File: src/rtl/result_serializer_pkg.sv
// Shared constants and types for the result serializer.
// Holds the word width, the bytes-per-word count, the byte index type and the
// serializer FSM state encoding used by result_serializer and result_fifo.
package result_serializer_pkg;

    localparam int unsigned DATA_W         = 32;
    localparam int unsigned BYTE_W         = 8;
    localparam int unsigned BYTES_PER_WORD = 4;
    localparam int unsigned IDX_W          = 2;

    typedef enum logic {
        StIdle = 1'b0,
        StSend = 1'b1
    } ser_state_e;

    typedef logic [IDX_W-1:0] byte_idx_t;

    localparam byte_idx_t LAST_IDX = byte_idx_t'(BYTES_PER_WORD - 1);

endpackage

File: src/rtl/result_fifo.sv
// Power-of-two circular FIFO holding whole result words.
// Ports:
//   clk, rst_n       rising-edge clock, synchronous active-low reset
//   push, push_data  write request and word; ignored while full
//   pop, pop_data    read request and head word (pop_data valid when !empty)
//   count            number of stored words (0..DEPTH)
//   full, empty      occupancy flags
// Storage contents are not reset; only pointers and count are.
module result_fifo
    import result_serializer_pkg::*;
#(
    parameter int unsigned DEPTH = 4,
    parameter int unsigned WIDTH = DATA_W
) (
    input  logic                   clk,
    input  logic                   rst_n,
    input  logic                   push,
    input  logic [WIDTH-1:0]       push_data,
    input  logic                   pop,
    output logic [WIDTH-1:0]       pop_data,
    output logic [$clog2(DEPTH):0] count,
    output logic                   full,
    output logic                   empty
);

    localparam int unsigned PTR_W = $clog2(DEPTH);
    localparam int unsigned CNT_W = PTR_W + 1;

    logic [WIDTH-1:0] mem_q [DEPTH];
    logic [PTR_W-1:0] wr_ptr_q;
    logic [PTR_W-1:0] rd_ptr_q;
    logic [CNT_W-1:0] count_q;
    logic             do_push;
    logic             do_pop;

    assign full     = (count_q == CNT_W'(DEPTH));
    assign empty    = (count_q == '0);
    assign do_push  = push && !full;
    assign do_pop   = pop && !empty;
    assign count    = count_q;
    assign pop_data = mem_q[rd_ptr_q];

    // Pointers wrap naturally because DEPTH is a power of two.
    always_ff @(posedge clk) begin
        if (!rst_n) begin
            wr_ptr_q <= '0;
            rd_ptr_q <= '0;
            count_q  <= '0;
        end else begin
            if (do_push) begin
                wr_ptr_q <= wr_ptr_q + 1'b1;
            end
            if (do_pop) begin
                rd_ptr_q <= rd_ptr_q + 1'b1;
            end
            case ({do_push, do_pop})
                2'b10:   count_q <= count_q + 1'b1;
                2'b01:   count_q <= count_q - 1'b1;
                default: count_q <= count_q;
            endcase
        end
    end

    always_ff @(posedge clk) begin
        if (do_push) begin
            mem_q[wr_ptr_q] <= push_data;
        end
    end

endmodule

File: src/rtl/result_serializer.sv
// Buffers 32-bit multiplier results and emits them as MSB-first bytes over a
// valid/ready byte stream.
// Ports:
//   clk, rst_n            rising-edge clock, synchronous active-low reset
//   in_valid, in_data     result word offered by the right-shift stage
//   in_ready              FIFO has room (count != DEPTH)
//   out_valid, out_byte   current byte of the word being sent
//   out_last              high on the fourth byte of a word
//   out_ready             consumer accepts the byte
//   out_parity            even-parity bit of out_byte, 0 unless
//                         RESULT_SER_PARITY_EN is defined
//   count                 words held in the FIFO (not counting the one being sent)
//   overflow              sticky: a word was offered while in_ready was low
// Configuration macro: RESULT_SER_PARITY_EN enables the parity generator.
module result_serializer #(
    parameter int unsigned DEPTH  = 4,
    parameter int unsigned DATA_W = result_serializer_pkg::DATA_W
) (
    input  logic                   clk,
    input  logic                   rst_n,
    input  logic                   in_valid,
    input  logic [DATA_W-1:0]      in_data,
    output logic                   in_ready,
    output logic                   out_valid,
    output logic [7:0]             out_byte,
    output logic                   out_last,
    input  logic                   out_ready,
    output logic                   out_parity,
    output logic [$clog2(DEPTH):0] count,
    output logic                   overflow
);

    import result_serializer_pkg::*;

    ser_state_e        state_q, state_d;
    byte_idx_t         idx_q, idx_d;
    logic [DATA_W-1:0] shreg_q, shreg_d;
    logic              overflow_q, overflow_d;
    logic              push;
    logic              pop;
    logic              fifo_full;
    logic              fifo_empty;
    logic [DATA_W-1:0] fifo_head;

    assign in_ready = !fifo_full;
    assign push     = in_valid && in_ready;

    result_fifo #(
        .DEPTH (DEPTH),
        .WIDTH (DATA_W)
    ) u_fifo (
        .clk       (clk),
        .rst_n     (rst_n),
        .push      (push),
        .push_data (in_data),
        .pop       (pop),
        .pop_data  (fifo_head),
        .count     (count),
        .full      (fifo_full),
        .empty     (fifo_empty)
    );

    // The byte on the wire is always the top byte of the shift register, so
    // out_byte/out_last/out_valid are pure functions of registered state and
    // hold still under backpressure without extra logic.
    assign out_valid = (state_q == StSend);
    assign out_byte  = shreg_q[DATA_W-1 -: BYTE_W];
    assign out_last  = out_valid && (idx_q == LAST_IDX);
    assign overflow  = overflow_q;

`ifdef RESULT_SER_PARITY_EN
    assign out_parity = ^out_byte;
`else
    assign out_parity = 1'b0;
`endif

    always_comb begin
        state_d    = state_q;
        idx_d      = idx_q;
        shreg_d    = shreg_q;
        pop        = 1'b0;
        overflow_d = overflow_q | (in_valid & ~in_ready);

        // fifo_empty reflects the count before this cycle's push, so a word
        // pushed this cycle is only poppable from the next one.
        case (state_q)
            StIdle: begin
                if (!fifo_empty) begin
                    pop     = 1'b1;
                    shreg_d = fifo_head;
                    idx_d   = '0;
                    state_d = StSend;
                end
            end
            StSend: begin
                if (out_ready) begin
                    if (idx_q == LAST_IDX) begin
                        if (!fifo_empty) begin
                            // Chain straight into the next word: no idle bubble.
                            pop     = 1'b1;
                            shreg_d = fifo_head;
                            idx_d   = '0;
                        end else begin
                            shreg_d = '0;
                            idx_d   = '0;
                            state_d = StIdle;
                        end
                    end else begin
                        shreg_d = shreg_q << BYTE_W;
                        idx_d   = idx_q + 1'b1;
                    end
                end
            end
            default: begin
                state_d = StIdle;
            end
        endcase
    end

    always_ff @(posedge clk) begin
        if (!rst_n) begin
            state_q    <= StIdle;
            idx_q      <= '0;
            shreg_q    <= '0;
            overflow_q <= 1'b0;
        end else begin
            state_q    <= state_d;
            idx_q      <= idx_d;
            shreg_q    <= shreg_d;
            overflow_q <= overflow_d;
        end
    end

endmodule

File: config.mk
export PLATFORM = sky130hd
export DESIGN_NAME = result_serializer
export DESIGN_NICKNAME = d
export VERILOG_FILES = /design/src/rtl/result_serializer_pkg.sv /design/src/rtl/result_fifo.sv /design/src/rtl/result_serializer.sv
export SDC_FILE = /design/constraint.sdc
export NUM_CORES = 1
export LEC_CHECK = 0
export ABC_CLOCK_PERIOD_IN_PS = 2600
export BUFFER_PORTS_ARGS = -buffer_cell sky130_fd_sc_hd__buf_2
export CAP_MARGIN = 20
export CORE_MARGIN = 4
export CORE_UTILIZATION = 35
export DETAILED_ROUTE_END_ITERATION = 8
export HOLD_SLACK_MARGIN = 0.02
export SYNTH_ARGS = -nofsm -noshare
export SYNTH_HDL_FRONTEND = slang
export SYNTH_SLANG_ARGS = --single-unit
File: constraint.sdc
create_clock -name clk -period 2.6 [get_ports clk]
set_input_delay 0 -clock clk [delete_from_list [all_inputs] [get_ports clk]]
set_output_delay 0 -clock clk [all_outputs]
set_load 0.005 [all_outputs]
* Yosys cells after proc, flatten, opt, wreduce, memory -nomap -nowiden *
Memory sizes are Yosys's and may differ from the RTL's. A register that Yosys moved wholly into a read port is not among the register bits.
Index checks and enable logic that the tools add are counted.

storage, ports and cells
  flip-flop bits (word level) = 43
  latch bits = 0
  bits in writable memories = 128
  ROM bits = 0
  input port bits = 36
  output and inout port bits = 16
  memories = 1

operators by class
  $add $sub $neg = 5
  multipliers = 0
  div/mod/pow operators = 0
  $lt $le $gt $ge = 0
  equality and inequality tests = 6
  shifts and indexed selects = 0
  multiplexer cells = 21
  bitwise logic cells = 3
  reduce and logical (&&, ||, !) cells = 9

memory list
  name          depth  bits a word  read ports  clocked after Yosys merged registers in  write ports  line               text
  u_fifo.mem_q  4      32           1           1                                        1            result_fifo.sv:29  logic [WIDTH-1:0] mem_q [DEPTH];

operators with widths
  kind                                                  number
  2-to-1 mux 32 bit                                     4
  case mux 32 bit (2 select lines)                      1
  2-to-1 mux 2 bit                                      5
  2-to-1 mux 1 bit                                      7
  adder 2 x 1 -> 2 bit (second input constant)          3
  case mux 3 bit (2 select lines)                       1
  equality test 2 bit (second input constant)           2
  logical AND 1 bit                                     4
  inequality test 2 bit (second input constant)         2
  case mux 1 bit (2 select lines)                       2
  case mux 2 bit (2 select lines)                       1
  adder 3 x 1 -> 3 bit (second input constant)          1
  equality test 3 bit (second input constant)           1
  logical NOT 3 bit                                     1
  subtractor 3 x 1 -> 3 bit (second input constant)     1
  equality test 2 x 1 -> 1 bit (second input constant)  1
  logical NOT 1 bit                                     2
  AND reduction 2 bit                                   1
  nonzero test 2 bit                                    1
  AND 1 bit                                             1
  NOT 1 bit                                             1
  bitwise OR 1 bit                                      1

* Longest topological paths before layout *
  depth in word-level cells = 8
  mapped depth = 10

* Cells and area by module *
A second synthesis with hierarchy kept.

unflattened totals
  cell total of the unflattened synthesis = 415
  area total of the unflattened synthesis = 6926.6 µm²

modules (own cells, without submodules)
  module             times used  cells each  area each (µm²)
  result_fifo        1           221         5144.9
  result_serializer  1           194         1781.7

* Worst setup path after synthesis *
OpenSTA, ideal clock, no wires.

  path type = register to register
  from = register u_fifo.count_q[0], in the netlist u_fifo.count[0]
  to = register u_fifo.count_q[2], in the netlist u_fifo.count[2]
  setup time = 0.070 ns
  arrival = 2.184 ns
  required time = 2.530 ns
  path slack = 0.345 ns
  stages on the path, launching flop included = 11
  clock period less this slack = 2.255 ns
  cell sequence = dfxtp_1 -> buf_4 -> or3b_1 -> buf_2 -> nand2_1 -> ha_1 -> inv_1 -> fa_1 -> xor2_1 -> or3_1 -> a21oi_1

RTL lines
  what                                                                          line                     text
  start: declaration                                                            result_fifo.sv:32        logic [CNT_W-1:0] count_q;
  start signal: assignment                                                      result_fifo.sv:57        2'b10: count_q <= count_q + 1'b1;
  start signal: assignment                                                      result_fifo.sv:58        2'b01: count_q <= count_q - 1'b1;
  start signal: assignment                                                      result_fifo.sv:59        default: count_q <= count_q;
  equality test 3 bit (*)                                                       result_fifo.sv:36        assign full = (count_q == CNT_W'(DEPTH));
  logical NOT 1 bit (*)                                                         result_serializer.sv:45  assign in_ready = !fifo_full;
  named net in_ready                                                            result_serializer.sv:23  output logic in_ready,
  logical AND 1 bit                                                             result_serializer.sv:46  assign push = in_valid && in_ready;
  logical AND 1 bit (*)                                                         result_fifo.sv:38        assign do_push = push && !full;
  equality test 2 x 1 -> 1 bit / equality test 2 bit (equally long branches)    result_fifo.sv:56        case ({do_push, do_pop})
  case mux 3 bit (2 select lines) / nonzero test 2 bit (equally long branches)  --

Mark *: on every way through the listed nets, which the timed path passes. The rest lies on a longest branch.
A chain may end at the register's enable or synchronous reset.

* Final worst setup path *
  from = register u_fifo.count_q[2], in the netlist u_fifo.count[2]
  to = register u_fifo.count_q[2], in the netlist u_fifo.count[2]

on the way
  longest elaborated chain between the ends = 8

ends and longest elaborated chain
  what                                                                          line                                              text
  logical NOT 3 bit                                                             result_fifo.sv:37                                 assign empty = (count_q == '0);
  2-to-1 mux 1 bit                                                              result_serializer.sv:88, result_serializer.sv:98
  2-to-1 mux 1 bit                                                              result_serializer.sv:97                           if (idx_q == LAST_IDX) begin
  2-to-1 mux 1 bit                                                              result_serializer.sv:96                           if (out_ready) begin
  case mux 1 bit (2 select lines)                                               result_serializer.sv:86                           case (state_q)
  logical AND 1 bit                                                             result_fifo.sv:39                                 assign do_pop = pop && !empty;
  equality test 2 x 1 -> 1 bit / equality test 2 bit (equally long branches)    result_fifo.sv:56
  case mux 3 bit (2 select lines) / nonzero test 2 bit (equally long branches)  --

Several ways; a longest one is shown, not always the timed one.

==> metrics.md <==
| Metric | Value |
|---|---|
| Outcome | completed |
| Post-synth EDFFs | 128 |
| Final Skew | 9.61 ps |
| CP Max Fanout | 9 |
| I/O pins | 52 |
| Stages on the worst setup path | 8 |
| PwrDens | 1030 nW/um^2 |
| Yosys top cell area share | 0.542 |
| GRT Total Usage | 0.131 |
| Flops & latches, synth | 173 |
| Measured slew at the worst slew-check pin | 775 ps |
| Worst path buffer plus inverter count | 1 |
| Fmax | 428 MHz |
| Met1 Wirelength | 6740 um |
| Unique cell type count in the Yosys netlist | 46 |
| ANT nets after route | 0 |
| CP max stage cell | dfxtp_1 |
| Maximum root-to-sink buffer count | 2 |
| Port Buf Inserts | 50 |
| Req. time, crit path | 2950 ps |
| Synth-to-layout area growth | 19.1% |
| Fill cells | 1759 |
| TritonRoute pass-1 iters | 5 |
| Nets | 573 |
| Family with the most delay on the worst path | simple AND/OR/NAND/NOR gates |
| Cells after Synth | 458 |
| Clock sink count | 173 |
| Vias per inst | 4.96 |
| Time the worst path needs with I/O delays and setup | 2340 ps |
| Share of layout cells above drive strength 1 | 0.243 |
| Most frequent cells in the layout | 128 x edfxtp_1, 50 x buf_2, 44 x dfxtp_1 |
| DRC viols | 0 |
| Initial DRC Count | 268 |
| Asr flop ratio synth | 0 |
| Setup CP Type | reg2reg |
| Int Pwr | 6080 uW |
| Post-Synthesis Cell Area | 7090 sq um |
| Vias | 4010 |
| Yosys top cell by area | edfxtp_1 |
| Crit-path max cell delay | 530 ps |
| Synth area leaders | edfxtp_1 54%, dfxtp_1 13%, mux4_2 8.3% |
| Wire length per cell | 17.6 um |
| Cts bufs inserted | 17 |
| Core Region | 19700 sq um |
| Worst-Skew Late Latency | 430 ps |
| Register area | 4750 sq um |
| Cts hold-fix bufs | 33 |
| Met2 wire length | 6680 um |
| Most common cell after layout, fill and taps aside | edfxtp_1 |
| Die height | 150 um |
| DP HPWL | 8750 um |
| P_leak | 0.00291 uW |
| ANT cells | 0 |
| CTS resizes | 0 |
| Final cycle utilization of the critical path | 0.899 |
| Switching power | 2630 uW |
| Root Buffer | clkbuf_16 |
| Setup_tns | 0 ps |
| Design Power | 8710 uW |
| Final Max Slew Viols | 0 |
| CP Capture Type | flop |
| Setup crit start kind | flop |
| Clock power share | 0.301 |
| Area of the multi-input gates | 1940 sq um |
| Fin util | 0.428 |
| Fin. Hold Viols | 0 |
| # rows | 51 |
| Reg2Reg Depth | 8 |
| Combinational share of power | 0.288 |
| CTS tree | built |
| Top FF cell, synth | edfxtp_1 |
| Max Cap Violations | 0 |
| Syn Nets | 501 |
| CP arrival | 2690 ps |
| Syn_area_per_cell | 15.5 sq um |
| Number of synthesis warnings | 0 |
| Routability Congestion | 0.806 |
| Net Sw Frac | 0.302 |
| Met3 WL | 602 um |
| Initial Util | 0.360 |
| Max-slew headroom | 0.482 |
| Area of the die | 22600 sq um |
| Max IR drop VDD | 433 uV |
| Die W | 150 um |
| Cells along the critical path | or3b_1 > nand2_1 > ha_1 > inv_1 > fa_1 > xor2_1 > or3_1 > a21oi_1 |
| Hold Path Stages | 4 |
| Worst hold slack | 125 ps |
| Seq pwr share | 0.411 |
| Gr ovfl total | 0 |
| CTS HTree Levels | 4 |
| Final number of setup-violating endpoints | 0 |
| Non-Filler Instances | 808 |
| Largest net degree at the start of global routing | 45 |
| Initial antenna violation count | 0 |
| Cells after DPL | 743 |
| Sequential share of the synthesized area | 0.669 |
| Vias in the first global route | 4218 |
| DR top layer | met4 |
| RSZ-0062 raised after global routing | no |
| Final wirelength | 14200 um |
| Worst Hold Class | in2reg |
| # Post-CTS Setup Buffers | 0 |
| Global-route wire length before repair | 22500 um |
| Worst-path clk slew | 60 ps |
[state kept, by name (all words and copies together), names as in the netlist, named ones only]
name             cells
overflow             1
u_fifo.wr_ptr_q      2
shreg_q             32
u_fifo.count         3
out_valid            1
u_fifo.mem_q       128
u_fifo.rd_ptr_q      2
idx_q                2
[power groups by stage]
stage | Combinational, uW | Clock, uW | Sequential, uW
floorplan | 2030 | 0 | 3570
global placement | 2410 | 0 | 3610
detailed placement | 2470 | 0 | 3640
CTS | 2520 | 2680 | 3580
global route | 2770 | 2780 | 3630
finish | 2510 | 2620 | 3580
[cells in the mapped netlist (all sizes together), types with 2 or more instances]
| library cell | number |
|---|---|
| clkbuf | 14 |
| nor2b | 23 |
| nor2 | 6 |
| a21o | 2 |
| mux4 | 32 |
| edfxtp | 128 |
| o21ai | 36 |
| o22ai | 22 |
| and3 | 4 |
| ha | 6 |
| inv | 29 |
| a21oi | 19 |
| or3 | 4 |
| a311oi | 2 |
| nand3 | 11 |
| buf | 31 |
| dfxtp | 45 |
| and2 | 2 |
| nand2 | 3 |
| a211oi | 2 |
| xor2 | 2 |
| a221oi | 22 |
[worst register-to-register path: cells and delay by family (launching register included)]
| family | cells | cell delay [ps] |
|---|---|---|
| AOI/OAI and AO/OA | 1 | 150 |
| DFF | 1 | 530 |
| and+or+nand+nor | 3 | 810 |
| xor gates and xnor gates | 1 | 170 |
| buffers and inverters | 1 | 70 |
| adders and majority gates | 2 | 560 |
[stage by stage]
| step | area, sq um | setup WS [ps] |
|---|---|---|
| global route | 8450 | 134 |
| global placement | 7500 | 436 |
| detailed placement | 7500 | 312 |
| CTS | 8450 | 282 |
| floorplan | 7090 | 345 |
| finish | 8450 | 261 |
[final timing paths]
| path | start | endpoint | slack, ps |
|---|---|---|---|
| worst min register to register | shreg_q[31] | shreg_q[31] | 470 |
| worst max-delay path | u_fifo.count[2] | u_fifo.count[2] | 260 |
| worst max register to register | u_fifo.count[2] | u_fifo.count[2] | 260 |
| worst min-delay path | out_ready | idx_q[1] | 120 |
[final cells by class]
cell class                      count  area share
Clock buffer                       17      0.0504
Clock inverter                     15      0.0230
Tap cell                          265      0.0393
Inverter                           30      0.0133
Sequential cell                   173       0.562
Timing Repair Buffer               98      0.0821
Multi-Input combinational cell    210       0.230
[per-layer routing]
metal | vias up | GRT usage
li1 | 1920 | -
met1 | 1966 | 0.180
met2 | 108 | 0.208
met3 | 16 | 0.0292
met4 | 0 | 0.0444
met5 | - | 0
[cell families (layout without fill, tap and decap cells)]
family | Yosys count | in the layout | share of synthesized area
flops | 173 | 173 | 0.669
compound gates | 110 | 110 | 0.104
buf+inv | 75 | 160 | 0.0571
simple gates | 58 | 58 | 0.0489
mux | 32 | 32 | 0.105
fa+ha+maj | 7 | 7 | 0.0134
xor+xnor | 2 | 2 | 0.00247
other cells | 1 | 1 | 0.000529
(Power assumes the default switching activity.)
